### config.mk
export PLATFORM = sky130hd
export DESIGN_NAME = sram512_arbiter
export DESIGN_NICKNAME = d
export VERILOG_FILES = /design/src/rtl/sram512_arbiter.sv
export SDC_FILE = /design/constraint.sdc
export NUM_CORES = 1
export LEC_CHECK = 0
export ABC_CLOCK_PERIOD_IN_PS = 2340
export CAP_MARGIN = 20
export CORE_UTILIZATION = 41
export DETAILED_ROUTE_END_ITERATION = 8
export PLACE_DENSITY = 0.8
export SYNTH_ARGS = -nofsm -noshare
export SYNTH_HDL_FRONTEND = slang
export SYNTH_SLANG_ARGS = --single-unit
### constraint.sdc
create_clock -name wb_clk_i -period 2.34 [get_ports wb_clk_i]
set_input_delay 0.702 -clock wb_clk_i [delete_from_list [all_inputs] [get_ports wb_clk_i]]
set_output_delay 0.702 -clock wb_clk_i [all_outputs]
set_load 0.02 [all_outputs]
### src/rtl/sram512_arbiter.sv
// Two-port req/ack arbiter sharing one 512x8 SRAM macro, one access per 4 cycles.
// Define SRAM_ARB_RR_EN for round-robin tie-breaking; otherwise port 0 has fixed priority.
module sram512_arbiter #(
  parameter int AW = 9,
  parameter int DW = 8
) (
  input  logic          wb_clk_i,
  input  logic          wb_rst_i,
  input  logic          req0_i,
  input  logic          req1_i,
  input  logic          we0_i,
  input  logic          we1_i,
  input  logic [AW-1:0] addr0_i,
  input  logic [AW-1:0] addr1_i,
  input  logic [DW-1:0] wdata0_i,
  input  logic [DW-1:0] wdata1_i,
  input  logic [DW-1:0] wmask0_i,
  input  logic [DW-1:0] wmask1_i,
  output logic          ack0_o,
  output logic          ack1_o,
  output logic [DW-1:0] rdata0_o,
  output logic [DW-1:0] rdata1_o,
  output logic          sram_cen_o,
  output logic          sram_gwen_o,
  output logic [DW-1:0] sram_wen_o,
  output logic [AW-1:0] sram_a_o,
  output logic [DW-1:0] sram_d_o,
  input  logic [DW-1:0] sram_q_i
);

  typedef enum logic [1:0] {IDLE, ISSUE, CAPT, ACK} state_t;

  state_t        state, state_nxt;
  logic          gnt, gnt_nxt;
  logic          we_q, we_nxt;
  logic          ack0_nxt, ack1_nxt;
  logic [DW-1:0] rdata0_nxt, rdata1_nxt;
  logic          cen_nxt, gwen_nxt;
  logic [DW-1:0] wen_nxt, d_nxt;
  logic [AW-1:0] a_nxt;

  logic          pick;
  logic          sel_we;
  logic [AW-1:0] sel_addr;
  logic [DW-1:0] sel_wdata, sel_wmask;

`ifdef SRAM_ARB_RR_EN
  logic last_gnt, last_gnt_nxt;
`endif

  // Tie-break: pick is the port index granted when a request is present.
  always_comb begin
    pick = req1_i;
    if (req0_i && req1_i) begin
`ifdef SRAM_ARB_RR_EN
      pick = ~last_gnt;
`else
      pick = 1'b0;
`endif
    end
  end

  assign sel_we    = pick ? we1_i    : we0_i;
  assign sel_addr  = pick ? addr1_i  : addr0_i;
  assign sel_wdata = pick ? wdata1_i : wdata0_i;
  assign sel_wmask = pick ? wmask1_i : wmask0_i;

  always_comb begin
    // NOTE: every next-value starts from a hold/default so no path leaves it unassigned (no latches).
    state_nxt  = state;
    gnt_nxt    = gnt;
    we_nxt     = we_q;
    ack0_nxt   = 1'b0;
    ack1_nxt   = 1'b0;
    rdata0_nxt = rdata0_o;
    rdata1_nxt = rdata1_o;
    cen_nxt    = sram_cen_o;
    gwen_nxt   = sram_gwen_o;
    wen_nxt    = sram_wen_o;
    a_nxt      = sram_a_o;
    d_nxt      = sram_d_o;
`ifdef SRAM_ARB_RR_EN
    last_gnt_nxt = last_gnt;
`endif
    unique case (state)
      IDLE: begin
        cen_nxt = 1'b1;
        if (req0_i || req1_i) begin
          // Pins are loaded here so they are already valid throughout ISSUE.
          gnt_nxt   = pick;
          we_nxt    = sel_we;
          cen_nxt   = 1'b0;
          gwen_nxt  = ~sel_we;
          wen_nxt   = sel_we ? ~sel_wmask : '1;
          a_nxt     = sel_addr;
          d_nxt     = sel_wdata;
          state_nxt = ISSUE;
`ifdef SRAM_ARB_RR_EN
          last_gnt_nxt = pick;
`endif
        end
      end
      ISSUE: begin
        cen_nxt   = 1'b1;
        gwen_nxt  = 1'b1;
        wen_nxt   = '1;
        state_nxt = CAPT;
      end
      CAPT: begin
        cen_nxt  = 1'b1;
        gwen_nxt = 1'b1;
        wen_nxt  = '1;
        if (!we_q) begin
          if (gnt) rdata1_nxt = sram_q_i;
          else     rdata0_nxt = sram_q_i;
        end
        ack0_nxt  = ~gnt;
        ack1_nxt  = gnt;
        state_nxt = ACK;
      end
      ACK: begin
        state_nxt = IDLE;
      end
      default: state_nxt = IDLE;
    endcase
  end

  always_ff @(posedge wb_clk_i) begin
    // NOTE: state registers use non-blocking assignments so every flop samples pre-edge values.
    if (wb_rst_i) begin
      state       <= IDLE;
      gnt         <= 1'b0;
      we_q        <= 1'b0;
      ack0_o      <= 1'b0;
      ack1_o      <= 1'b0;
      rdata0_o    <= '0;
      rdata1_o    <= '0;
      sram_cen_o  <= 1'b1;
      sram_gwen_o <= 1'b1;
      sram_wen_o  <= '1;
      sram_a_o    <= '0;
      sram_d_o    <= '0;
`ifdef SRAM_ARB_RR_EN
      last_gnt    <= 1'b1;
`endif
    end else begin
      state       <= state_nxt;
      gnt         <= gnt_nxt;
      we_q        <= we_nxt;
      ack0_o      <= ack0_nxt;
      ack1_o      <= ack1_nxt;
      rdata0_o    <= rdata0_nxt;
      rdata1_o    <= rdata1_nxt;
      sram_cen_o  <= cen_nxt;
      sram_gwen_o <= gwen_nxt;
      sram_wen_o  <= wen_nxt;
      sram_a_o    <= a_nxt;
      sram_d_o    <= d_nxt;
`ifdef SRAM_ARB_RR_EN
      last_gnt    <= last_gnt_nxt;
`endif
    end
  end

endmodule

Word-level counts from Yosys, hierarchy flattened
Index checks and enable logic that the tools add are counted.

Reductions and logical operators: 10. Eq/ne operators: 4. Multiplexer cells: 14. Bitwise logic cells: 5.

Operator list (count): $mux 8 (4); $pmux 8 s2 (1); $mux 9 (1); $not 8->8 (1); $pmux 2 s4 (1); $reduce_and 3->1 (2); $eq 2x2->1 const B (2); $mux 1 (4); $not 1->1 (4); $pmux 1 s2 (2); $reduce_and 2->1 (2); $reduce_or 2->1 (2); $eq 2x1->1 const B (1); $logic_not 2->1 (1); $mux 2 (1); $ne 2x2->1 const B (1); $reduce_bool 2->1 (1); $logic_and 1x1->1 (1); $logic_or 1x1->1 (1).

Input port bits: 64. Word-level logic and storage cells: 45. Bits in registers: 49. Output and inout port bits: 45.

Depth between registers and ports, before layout
Depth in word-level cells: 7. Mapped depth: 8. Gate-level depth less buffers: 5.

Worst setup path after synthesis
Ideal clock, no wire load.

Path kind: input -> register. Start point: input port req0_i. End point: register sram_wen_o[7]. Setup time: 0.082 ns. Slack: 0.676 ns. Stages on the path: 6. Buffers on the path: 3. Required time: 2.258 ns. Arrival time: 1.581 ns. Cell sequence: buf_6 -> nand2b_4 -> buf_6 -> buf_6 -> a221o_1 -> o2111ai_1.

Word-level cells in the longest chain between the ends: 7. Elaborated cells between the ends (all ways): 11. Those cells by class: eq/ne: 1; mux: 6; bitwise: 1; reduce/logical: 3.

Ends and longest elaborated chain: from (decl) (RTL line 9) `input logic req0_i,`; $logic_and 1x1->1 (RTL line 54) `if (req0_i && req1_i) begin`; $mux 1 (RTL line 54); $mux 8 (RTL line 66) `assign sel_wmask = pick ? wmask1_i : wmask0_i;`; $not 8->8 (RTL line 94) `wen_nxt = sel_we ? ~sel_wmask : '1;`; $mux 8 (RTL line 94); $mux 8 (RTL line 88) `if (req0_i || req1_i) begin`; $pmux 8 s2 (RTL line 85) `unique case (state)`; to (signal assigned) (RTL line 156) `sram_wen_o <= wen_nxt;`; to (decl) (RTL line 25) `output logic [DW-1:0] sram_wen_o,`.

Several ways; a longest one is shown, not always the timed one. The select of a mux whose other input is x is not followed. A chain may end at the register's enable or synchronous reset.

Final worst setup path
Ends and elaborated chain as after synthesis.

==> run_summary.xml <==
<?xml version="1.0" encoding="UTF-8"?>
<metrics>
  <group name="status">
    <metric name="status" unit="">complete, no violations</metric>
  </group>
  <group name="floorplan">
    <metric name="die_width" unit="um">77.1</metric>
    <metric name="dieHeight" unit="um">77.1</metric>
    <metric name="core_area" unit="um2">5270</metric>
    <metric name="design.portCount" unit="">109</metric>
    <metric name="floorplan.initialDensity" unit="%">43.9</metric>
    <metric name="fp-row-count" unit="">26</metric>
    <metric name="die_area" unit="um2">5950</metric>
  </group>
  <group name="placed_design">
    <metric name="detailed_place_hpwl" unit="um">3930</metric>
    <metric name="place_congestion" unit="">0.750</metric>
    <metric name="placement.io_buffers" unit="">108</metric>
  </group>
  <group name="final_layout">
    <metric name="fin_util" unit="%">66.3</metric>
    <metric name="antennaDiodeCount" unit="">0</metric>
    <metric name="final_net_count" unit="">412</metric>
    <metric name="flow.area_growth_from_synthesis" unit="%">50.9</metric>
    <metric name="final_layout_size_suffix_gt1_share" unit="%">10.1</metric>
    <metric name="filler_cell_count" unit="">457</metric>
  </group>
  <group name="critical_path">
    <metric name="critical_path_launch_point_type" unit="">input port</metric>
    <metric name="timing.critical_path.cells" unit="">clkdlybuf4s50_1 -&gt; o21ai_2 -&gt; a221o_1 -&gt; o2111ai_1</metric>
    <metric name="cp_max_fo" unit="">17</metric>
    <metric name="timing.critical_path.to_type" unit="">flop</metric>
    <metric name="worst-endpoint-arrival" unit="ps">2220</metric>
    <metric name="worst_path_dominant_cell_family" unit="">compound AO/OA/AOI/OAI gates</metric>
    <metric name="critical-path-max-stage-delay" unit="ps">580</metric>
    <metric name="critical-path-slowest-cell" unit="">sky130_fd_sc_hd__o21ai_2</metric>
    <metric name="regToRegStartpoint" unit="">state[0]</metric>
    <metric name="worstPathBufferInverterCount" unit="">1</metric>
    <metric name="required_time_at_the_worst_slack_endpoint" unit="ps">2490</metric>
    <metric name="worst_setup_path_startpoint" unit="">req0_i</metric>
    <metric name="worstSetupPathType" unit="">input port to flop</metric>
  </group>
  <group name="synthesis">
    <metric name="post_synth_mux_area_share" unit="%">7.36</metric>
    <metric name="post_synth_inst_count" unit="">243</metric>
    <metric name="post_synth_xor_area_fraction" unit="%">0</metric>
    <metric name="dominant_combinational_cell_family_by_area_after_synthesis" unit="">simple AND/OR/NAND/NOR gates</metric>
    <metric name="netlist.area_leader.share" unit="%">42.4</metric>
    <metric name="post_synth_most_frequent_cells" unit="">sky130_fd_sc_hd__dfxtp_1 (49), sky130_fd_sc_hd__nor2_1 (38), sky130_fd_sc_hd__nand2_1 (37)</metric>
    <metric name="synth_cell_types" unit="">33</metric>
    <metric name="sequential_share_of_the_synthesized_area" unit="%">42.4</metric>
    <metric name="postSynthNetCount" unit="">311</metric>
    <metric name="synthesis.area_per_instance" unit="um2">9.52</metric>
    <metric name="post-synth-top-count-cell" unit="">sky130_fd_sc_hd__dfxtp_1</metric>
    <metric name="post_synth_instance_area" unit="um2">2310</metric>
    <metric name="synth-compound-area-share" unit="%">19.0</metric>
    <metric name="yosys-top-cells-area" unit="">sky130_fd_sc_hd__dfxtp_1 (42%), sky130_fd_sc_hd__mux2i_1 (7.4%), sky130_fd_sc_hd__a311oi_2 (7.1%)</metric>
    <metric name="synthArstFlopShare" unit="%">0</metric>
    <metric name="synth_seq_cells" unit="">49</metric>
    <metric name="synth_simple_gate_area_share" unit="%">21.3</metric>
    <metric name="ys_warn_count" unit="">0</metric>
    <metric name="synth_top_area_cell" unit="">sky130_fd_sc_hd__dfxtp_1</metric>
    <metric name="synth_flop_cell" unit="">sky130_fd_sc_hd__dfxtp_1</metric>
    <metric name="synth-edff-count" unit="">0</metric>
    <metric name="yosys.area_share.adder" unit="%">2.16</metric>
  </group>
  <group name="worst_hold_path">
    <metric name="hold_path_startpoint" unit="">sram_a_o[4]</metric>
    <metric name="holdCritPathClass" unit="">flop to flop</metric>
  </group>
  <group name="routing">
    <metric name="via_count" unit="">2076</metric>
    <metric name="initialDrtViolationCount" unit="">58</metric>
    <metric name="drt_pre_antenna_iters" unit="">6</metric>
    <metric name="drt_wl_total" unit="um">5410</metric>
    <metric name="route.detailed.drc" unit="">0</metric>
    <metric name="routedWlPerCell" unit="um">13.0</metric>
    <metric name="detail-route-antenna-nets" unit="">0</metric>
    <metric name="vias_per_cell" unit="">5.00</metric>
  </group>
  <group name="clock_tree">
    <metric name="clock_tree.root_cell" unit="">sky130_fd_sc_hd__clkbuf_8</metric>
    <metric name="cts_resized" unit="">0</metric>
    <metric name="clock_insertion_delay_worst_skew" unit="ps">300</metric>
    <metric name="post-cts-setup-buffer-count" unit="">0</metric>
    <metric name="cts_sinks" unit="">49</metric>
    <metric name="cts-buffers-inserted" unit="">5</metric>
    <metric name="path_clk_slew" unit="ps">90</metric>
    <metric name="max-clock-path-buffers" unit="">2</metric>
    <metric name="tritoncts_clock_tree" unit="">built</metric>
    <metric name="htree_num_levels" unit="">2</metric>
    <metric name="postCtsHoldBufs" unit="">0</metric>
  </group>
  <group name="timing">
    <metric name="slew_headroom" unit="%">57.0</metric>
    <metric name="skew" unit="ps">9.26</metric>
    <metric name="rsz0062_at_grt" unit="">no</metric>
    <metric name="finalMaxSlewViolations" unit="">0</metric>
    <metric name="timing.final.setup_violations" unit="">0</metric>
    <metric name="period_share" unit="%">88.5</metric>
    <metric name="clock.fmax" unit="MHz">483</metric>
    <metric name="hold-worst-slack" unit="ps">498</metric>
    <metric name="final-hold-violation-count" unit="">0</metric>
    <metric name="tightest_slew" unit="ps">645</metric>
    <metric name="period_needed" unit="ps">2070</metric>
  </group>
  <group name="pwr">
    <metric name="pwr-share-comb" unit="%">53.1</metric>
    <metric name="clockPowerShare" unit="%">13.3</metric>
    <metric name="power_report.internal_total" unit="uW">2210</metric>
    <metric name="sw_frac_of_total" unit="%">38.8</metric>
    <metric name="powerDensity" unit="nW/um2">1030</metric>
    <metric name="vdd_ir_drop_max" unit="uV">551</metric>
    <metric name="static-leakage-power" unit="uW">0.00141</metric>
    <metric name="switchingPower" unit="uW">1400</metric>
    <metric name="seq_power_share" unit="%">33.6</metric>
  </group>
  <group name="global_routing">
    <metric name="grt_overflow" unit="">0</metric>
    <metric name="grt_start_max_net_pins" unit="">37</metric>
    <metric name="number_of_antenna_violations_at_the_first_check_in_global_routing" unit="">0</metric>
    <metric name="number_of_global_route_vias_before_repair" unit="">2060</metric>
    <metric name="groute.usage.overall" unit="%">19.6</metric>
    <metric name="grt_pass1_wl" unit="um">9350</metric>
  </group>
  <group name="job">
    <metric name="max_cap_viol_count" unit="">0</metric>
  </group>
</metrics>
-- tightest hold or removal path: stages (launching register included) --
cell                       delay, ps
sky130_fd_sc_hd__dfxtp_1         320
sky130_fd_sc_hd__nor2_1           90
sky130_fd_sc_hd__a311oi_1         50
-- cell type report --
cell class / instances / area, um2 / share of cell area, %
clock buffer: 5 / 68.8 / 1.97
multi-input combinational: 168 / 1160 / 33.1
clock inverter: 3 / 17.5 / 0.502
tap: 70 / 87.6 / 2.51
inverter: 3 / 11.3 / 0.322
sequential: 49 / 981 / 28.1
timing repair buffer: 117 / 1170 / 33.5
-- power by group through the flow --
stage	Clock (uW)	Sequential (uW)	Combinational [uW]
final	481	1210	1910
after detailed placement	0	1230	1930
after floorplan	0	1490	1030
after global placement	0	1230	1890
after CTS	496	1220	1930
after global routing	537	1250	2070
-- state kept, by name, summed over array words and instances (netlist names), 2 cells and up --
signal      flops
sram_a_o        9
rdata0_o        8
rdata1_o        8
sram_d_o        8
sram_wen_o      8
state           2
-- metal layers --
layer	GRT usage, %	routed length, um
met5	0	0
met4	8.49	98
met3	5.36	357
met2	34.1	2590
met1	22.4	2370
-- stage by stage --
step | setup slack (ps) | total power [uW] | setup TNS, ps | cell area [um2] | std cells
3_3_place_gp | 44.7 | 3110 | 0 | 3410 | 407
6_report | 270 | 3610 | 0 | 3490 | 415
4_1_cts | 274 | 3640 | 0 | 3490 | 415
5_1_grt | 165 | 3860 | 0 | 3490 | 415
3_5_place_dp | -28.5 | 3160 | -28.5 | 3410 | 407
2_1_floorplan | 676 | 2520 | 0 | 2310 | 243
-- layout by cell type (no fill, tap or decap) --
cell                                n
sky130_fd_sc_hd__nor2_1            38
sky130_fd_sc_hd__a21oi_2            1
sky130_fd_sc_hd__clkinv_2           2
sky130_fd_sc_hd__nand2b_4           2
sky130_fd_sc_hd__or3b_2             1
sky130_fd_sc_hd__o2111ai_1          8
sky130_fd_sc_hd__mux2i_1           17
sky130_fd_sc_hd__nor3b_1            1
sky130_fd_sc_hd__o21ai_2            1
sky130_fd_sc_hd__dfxtp_1           49
sky130_fd_sc_hd__clkdlybuf4s50_1  107
sky130_fd_sc_hd__a211oi_1           2
sky130_fd_sc_hd__buf_4              7
sky130_fd_sc_hd__nand3_1            9
sky130_fd_sc_hd__nor3b_2            1
sky130_fd_sc_hd__and3b_1            8
sky130_fd_sc_hd__nor2b_1            1
sky130_fd_sc_hd__a311oi_1           7
sky130_fd_sc_hd__clkbuf_8           5
sky130_fd_sc_hd__and3_1             1
sky130_fd_sc_hd__clkinvlp_4         1
sky130_fd_sc_hd__o21ai_0            1
sky130_fd_sc_hd__and2b_1            1
sky130_fd_sc_hd__nor3_1             1
sky130_fd_sc_hd__nand3b_1           1
sky130_fd_sc_hd__inv_1              3
sky130_fd_sc_hd__buf_2              1
sky130_fd_sc_hd__o21a_1             1
sky130_fd_sc_hd__a21oi_1            2
sky130_fd_sc_hd__buf_12             2
sky130_fd_sc_hd__nand2b_1           2
sky130_fd_sc_hd__a311oi_2          11
sky130_fd_sc_hd__nand2_1           37
sky130_fd_sc_hd__a221o_1            8
sky130_fd_sc_hd__ha_1               4
sky130_fd_sc_hd__o211ai_1           1
-- final timing paths --
check / to / slack, ps / cells after the start
max: sram_wen_o[7] / 270 / 4
max reg2reg: sram_wen_o[7] / 700 / 6
min reg2reg: sram_a_o[4] / 500 / 2
min: sram_a_o[4] / 500 / 2
-- kinds of logic after synthesis --
group                      Yosys count
buffers and inverters               26
muxes                               17
AOI/OAI and AO/OA                   43
and+or+nand+nor                    104
adders and majority gates            4
DFF                                 49
No activity file was read; power rests on OpenSTA's default activity.
==> edit 1 (same settings) <==
Change the parameter `DW` from 8 to 6.
--- a/src/rtl/sram512_arbiter.sv
+++ b/src/rtl/sram512_arbiter.sv
@@ -2,7 +2,7 @@
 // Define SRAM_ARB_RR_EN for round-robin tie-breaking; otherwise port 0 has fixed priority.
 module sram512_arbiter #(
   parameter int AW = 9,
-  parameter int DW = 8
+  parameter int DW = 6
 ) (
   input  logic          wb_clk_i,
   input  logic          wb_rst_i,
Interface: changed (9 resized); port bits go from 109 to 91. No check against the original RTL was run, so the function may have changed too.
==> edit 1 against the original RTL <==
Die area fell by 19%; routed wire length shrank 12%; design area shrank 16%; setup slack gained 79 ps; sequential cell count fell by 8; first-iteration DRC count rose by 19%; area after synthesis down 20%; total power decreased by 15%.
==> edit 1: results (changes against the original RTL) <==
cts repair resizes 0 (unchanged); dpl hpwl 3420 um (-13%); max reg flops 9 (unchanged); post-synthesis cell type count 31 (-6.1%); worst min-delay path class flop to flop; worst hold path startpoint rdata0_o[5]; TritonCTS Buffers 5 (unchanged); Clk Tree Root Cell clkbuf_8; dpl cell area 0.00284 mm^2 (-17%); RePlAce Congestion 0.791 (+5.5%); CP Max Fanout 11 (-6); Worst R2R Start state[0]; initial antenna violation count 0 (unchanged); Syn Nets 259 (-17%); leading cell types by count after synthesis dfxtp_1, nand2_1, nor2_1, a311oi_1, mux2i_1; number of DRC markers in iteration 0 69 (+19%); Clock transition at path regs ~80 ps; pin count of the biggest net entering global routing 33 (-11%); Largest Register sram_a_o; via count 1792 (-14%); clock latency on the worst-skew pair roughly 290 ps; FF-to-FF setup slack 650 ps (-50 ps); Main synth FF type dfxtp_1; CP max stage delay 690 ps (+110 ps); R2R cell count 5 (-1); share of layout cells above drive strength 1 8.78% (-1.4 points); fill count 378 (-17%); count of pins over their slew limit 0 (unchanged); Setup Buffers After CTS 0 (unchanged); Tot GR Track Use 19.6% (about the same); IO Port Bufs 90 (-17%); Hold Path End rdata0_o[5]; vias in the first global route 1649 (-20%); status finished, final reports clean; first-pass GRT wire length 7670 um (-18%); clock buffer depth 2 (unchanged); maximum vdd drop 0.671 mV (+22%); slew margin rel. 57.1% (+0.091 points); ys async rst share 0% (unchanged); H-tree depth 2 (unchanged); WL/cell 13.6 um (+4.5%); CP arrival 2200 ps (-20 ps); Worst Skew 7.21 ps (-2.04 ps); Pint 0.00192 W (-13%); top cells by area, synth dfxtp_1, a311oi_1, mux2i_1, nand2_1, nor2_1; register area share after synthesis 44.3% (+1.9 points); Worst R2R End rdata0_o[1]; Crit-path slowest cell clkdlybuf4s50_1; leak pwr 1.19 nW (-16%); Inserted Diodes 0 (unchanged); hold-critical path depth 2 (unchanged); Final nets 353 (-14%); Warnings, synthesis 0 (unchanged)
-- edit 1: worst max-delay path, delay by kind of cell --
kind                   cells  cell delay (ps)
AND/OR/NAND/NOR            1              240
AO/OA/AOI/OAI              2              570
buffers and inverters      1              690
-- edit 1: final cells by class --
class                           count  area share, %
Clock buffer                        6           2.82
Multi-Input combinational cell    142           31.5
Tap cell                           52           2.22
Inverter                            3          0.384
Timing Repair Buffer              102           34.7
Sequential cell                    41           28.0
Clock inverter                      2          0.469
-- edit 1: kinds of logic after synthesis --
| logic type | synth area share (%) |
|---|---|
| AO/OA/AOI/OAI | 18.9 |
| multiplexers | 7.03 |
| AND/OR/NAND/NOR | 21.1 |
| adder cells (fa/ha/maj) | 2.70 |
| flip-flops | 44.3 |
| buffers and inverters | 5.88 |
-- edit 1: per-stage QoR --
stage | hold slack [ps] | util [%] | std cells | setup WS [ps]
floorplan | 476 | - | 201 | 726
global placement | 476 | 65.1 | 340 | 111
detailed placement | 483 | 65.1 | 340 | 61.2
CTS | 500 | 67.3 | 348 | 365
global route | 524 | 67.3 | 348 | 268
finish | 497 | 67.3 | 348 | 349
-- edit 1: how the worst max path moves through the flow --
stage                start            end  slack, ps
finish              req1_i  sram_wen_o[0]        350
global route        req1_i    sram_a_o[0]        270
detailed placement  req1_i    sram_a_o[6]         60
CTS                 req1_i    sram_a_o[6]        370
floorplan           req1_i       state[1]        730
global placement    req1_i           we_q        110
-- edit 1: power groups by stage --
stage                     Clock [W]  Combinational, W  Sequential [W]
final                      0.000487           0.00155         0.00102
after global routing       0.000527           0.00169         0.00105
after CTS                  0.000506           0.00156         0.00102
after detailed placement          0           0.00155         0.00103
after global placement            0           0.00152         0.00103
after floorplan                   0          0.000676         0.00125
-- edit 1: per-layer routing --
metal  wire, um  GRT usage (%)
met4         45           4.54
met1       2170           25.3
met3        392           6.69
met2       2130           31.6
met5          0              0
==> edit 2 (same flow settings) <==
Without the edit above. Reset style: asynchronous (`wb_rst_i`), changed in one clocked block.
--- a/src/rtl/sram512_arbiter.sv
+++ b/src/rtl/sram512_arbiter.sv
@@ -125,7 +125,7 @@
     endcase
   end
 
-  always_ff @(posedge wb_clk_i) begin
+  always_ff @(posedge wb_clk_i or posedge wb_rst_i) begin
     // NOTE: state registers use non-blocking assignments so every flop samples pre-edge values.
     if (wb_rst_i) begin
       state       <= IDLE;
Check against the original RTL: differs if wb_rst_i is asserted again (counterexample within 4 cycles, from zero or initial values and one cycle with wb_rst_i high); with wb_rst_i held inactive, the same outputs for 10 cycles.
==> edit 2 against the original RTL <==
Routed wire length is 4.1% lower; utilization is 2.4 points higher; setup slack worse by 76 ps; design area is 2.3% higher; area after synthesis is 2.0% lower; combinational power is 34% higher; total power is 31% higher; sequential cell count stayed put; largest power group unchanged.
==> edit 2: results (changes against the original RTL) <==
first-pass GRT wire length 8880 um (-5.0%); Syn Nets 253 (-19%); leading cell types by count after synthesis dfrtp_1, mux2_2, nand2_1, o21ai_0, mux2i_1; Crit-path slowest cell clkdlybuf4s50_1; cts repair resizes 0 (unchanged); Clk Tree Root Cell clkbuf_8; RePlAce Congestion 0.727 (-3.0%); top cells by area, synth dfrtp_1, dfstp_2, mux2_2, mux2i_1, o21ai_0; CP max stage delay 610 ps (+30 ps); share of layout cells above drive strength 1 19.7% (+9.5 points); post-synthesis cell type count 28 (-15%); IO Port Bufs 108 (unchanged); leak pwr 1.56 nW (+11%); CP Max Fanout 2 (-15); actual slew at the worst max-slew pin 426 ps (-219 ps); register area share after synthesis 54.6% (+12 points); CP arrival 1440 ps (-780 ps); vias in the first global route 1856 (-9.9%); fill count 415 (-9.2%); dpl cell area 0.00345 mm^2 (+1.4%); Clock transition at path regs 90 ps (about the same); Warnings, synthesis 0 (unchanged); Tot GR Track Use 18.8% (-0.81 points); status finished, final reports clean; ys async rst share 100% (+100 points); CP top delay family buffers and inverters; dpl hpwl 3920 um (-0.30%); routed vias/inst 4.95 (-1.0%); Setup Buffers After CTS 0 (unchanged); DRT Pass-1 Iters 4 (-2); number of DRC markers in iteration 0 71 (+22%); Final nets 367 (-11%); maximum vdd drop 0.658 mV (+19%); initial antenna violation count 0 (unchanged); pin count of the biggest net entering global routing 32 (-14%); Worst Skew 8.89 ps (-0.369 ps); Main synth FF type dfrtp_1; routed wire length 5190 um (-4.1%)
[edit 2: cell types whose count changed in the layout (fill, tap and decap cells not counted), moves of 8 or more]
cell	change
a221o_1	-8
a311oi_2	-11
and3b_1	-8
dfrtp_1	+39
dfstp_2	+10
dfxtp_1	-49
mux2_2	+23
nand2_1	-17
nor2_1	-36
o2111ai_1	-8
o21ai_0	+18
[edit 2: per-stage QoR]
stage	cells	setup slack (ps)	hold slack [ps]
finish	370	194	479
CTS	370	185	489
floorplan	185	482	476
global placement	362	183	460
detailed placement	362	140	469
global route	370	158	498
[edit 2: cell type report]
class / instances / area (um^2) / share of cell area [%]
flip-flops and latches: 49 / 1240 / 34.7
repair buffers: 118 / 1170 / 32.7
multi-input cells: 122 / 946 / 26.5
well taps: 70 / 87.6 / 2.45
clock buffers: 6 / 82.6 / 2.31
clock inverters: 2 / 37.5 / 1.05
inverters: 3 / 11.3 / 0.315
[edit 2: worst register-to-register path, stage by stage (launching register included)]
cell and delay [ps]:
dfrtp_1 390, inv_1 120, ha_1 290, nand2b_1 140, buf_4 160, and2_1 370, o221ai_1 210
[edit 2: metal layers]
layer | global-route usage, % | routed length (um)
met3 | 3.95 | 277
met5 | 0 | 0
met2 | 31.6 | 2650
met4 | 4.81 | 60
met1 | 24.6 | 2210
[edit 2: cells by family (layout without fill, tap and decap cells)]
logic type | count (synthesis) | after routing | share of synthesized area [%]
DFF | 49 | 49 | 54.6
muxes | 43 | 43 | 20.7
buffers and inverters | 14 | 129 | 3.64
AOI/OAI and AO/OA | 34 | 34 | 9.71
and+or+nand+nor | 41 | 41 | 9.11
adders and majority gates | 4 | 4 | 2.21
[edit 2: worst paths after layout]
| check | startpoint | depth (start not counted) | slack (ps) | to |
|---|---|---|---|---|
| setup / recovery | sram_cen_o | 1 | 190 | sram_cen_o |
| hold / removal | sram_d_o[7] | 2 | 480 | sram_d_o[7] |
| setup reg to reg | state[0] | 6 | 570 | sram_wen_o[3] |
| hold reg to reg | sram_d_o[7] | 2 | 480 | sram_d_o[7] |
| max in group asynchronous | wb_rst_i | 3 | 1210 | sram_wen_o[1] |
| min in group asynchronous | wb_rst_i | 3 | 730 | rdata0_o[6] |
[edit 2: power by group]
part	total, W	internal [W]	switching (W)
Sequential	0.00154	0.00132	0.000220
Combinational	0.00256	0.00128	0.00128
Clock	0.000620	0.000348	0.000273
Total	0.00471	0.00295	0.00177
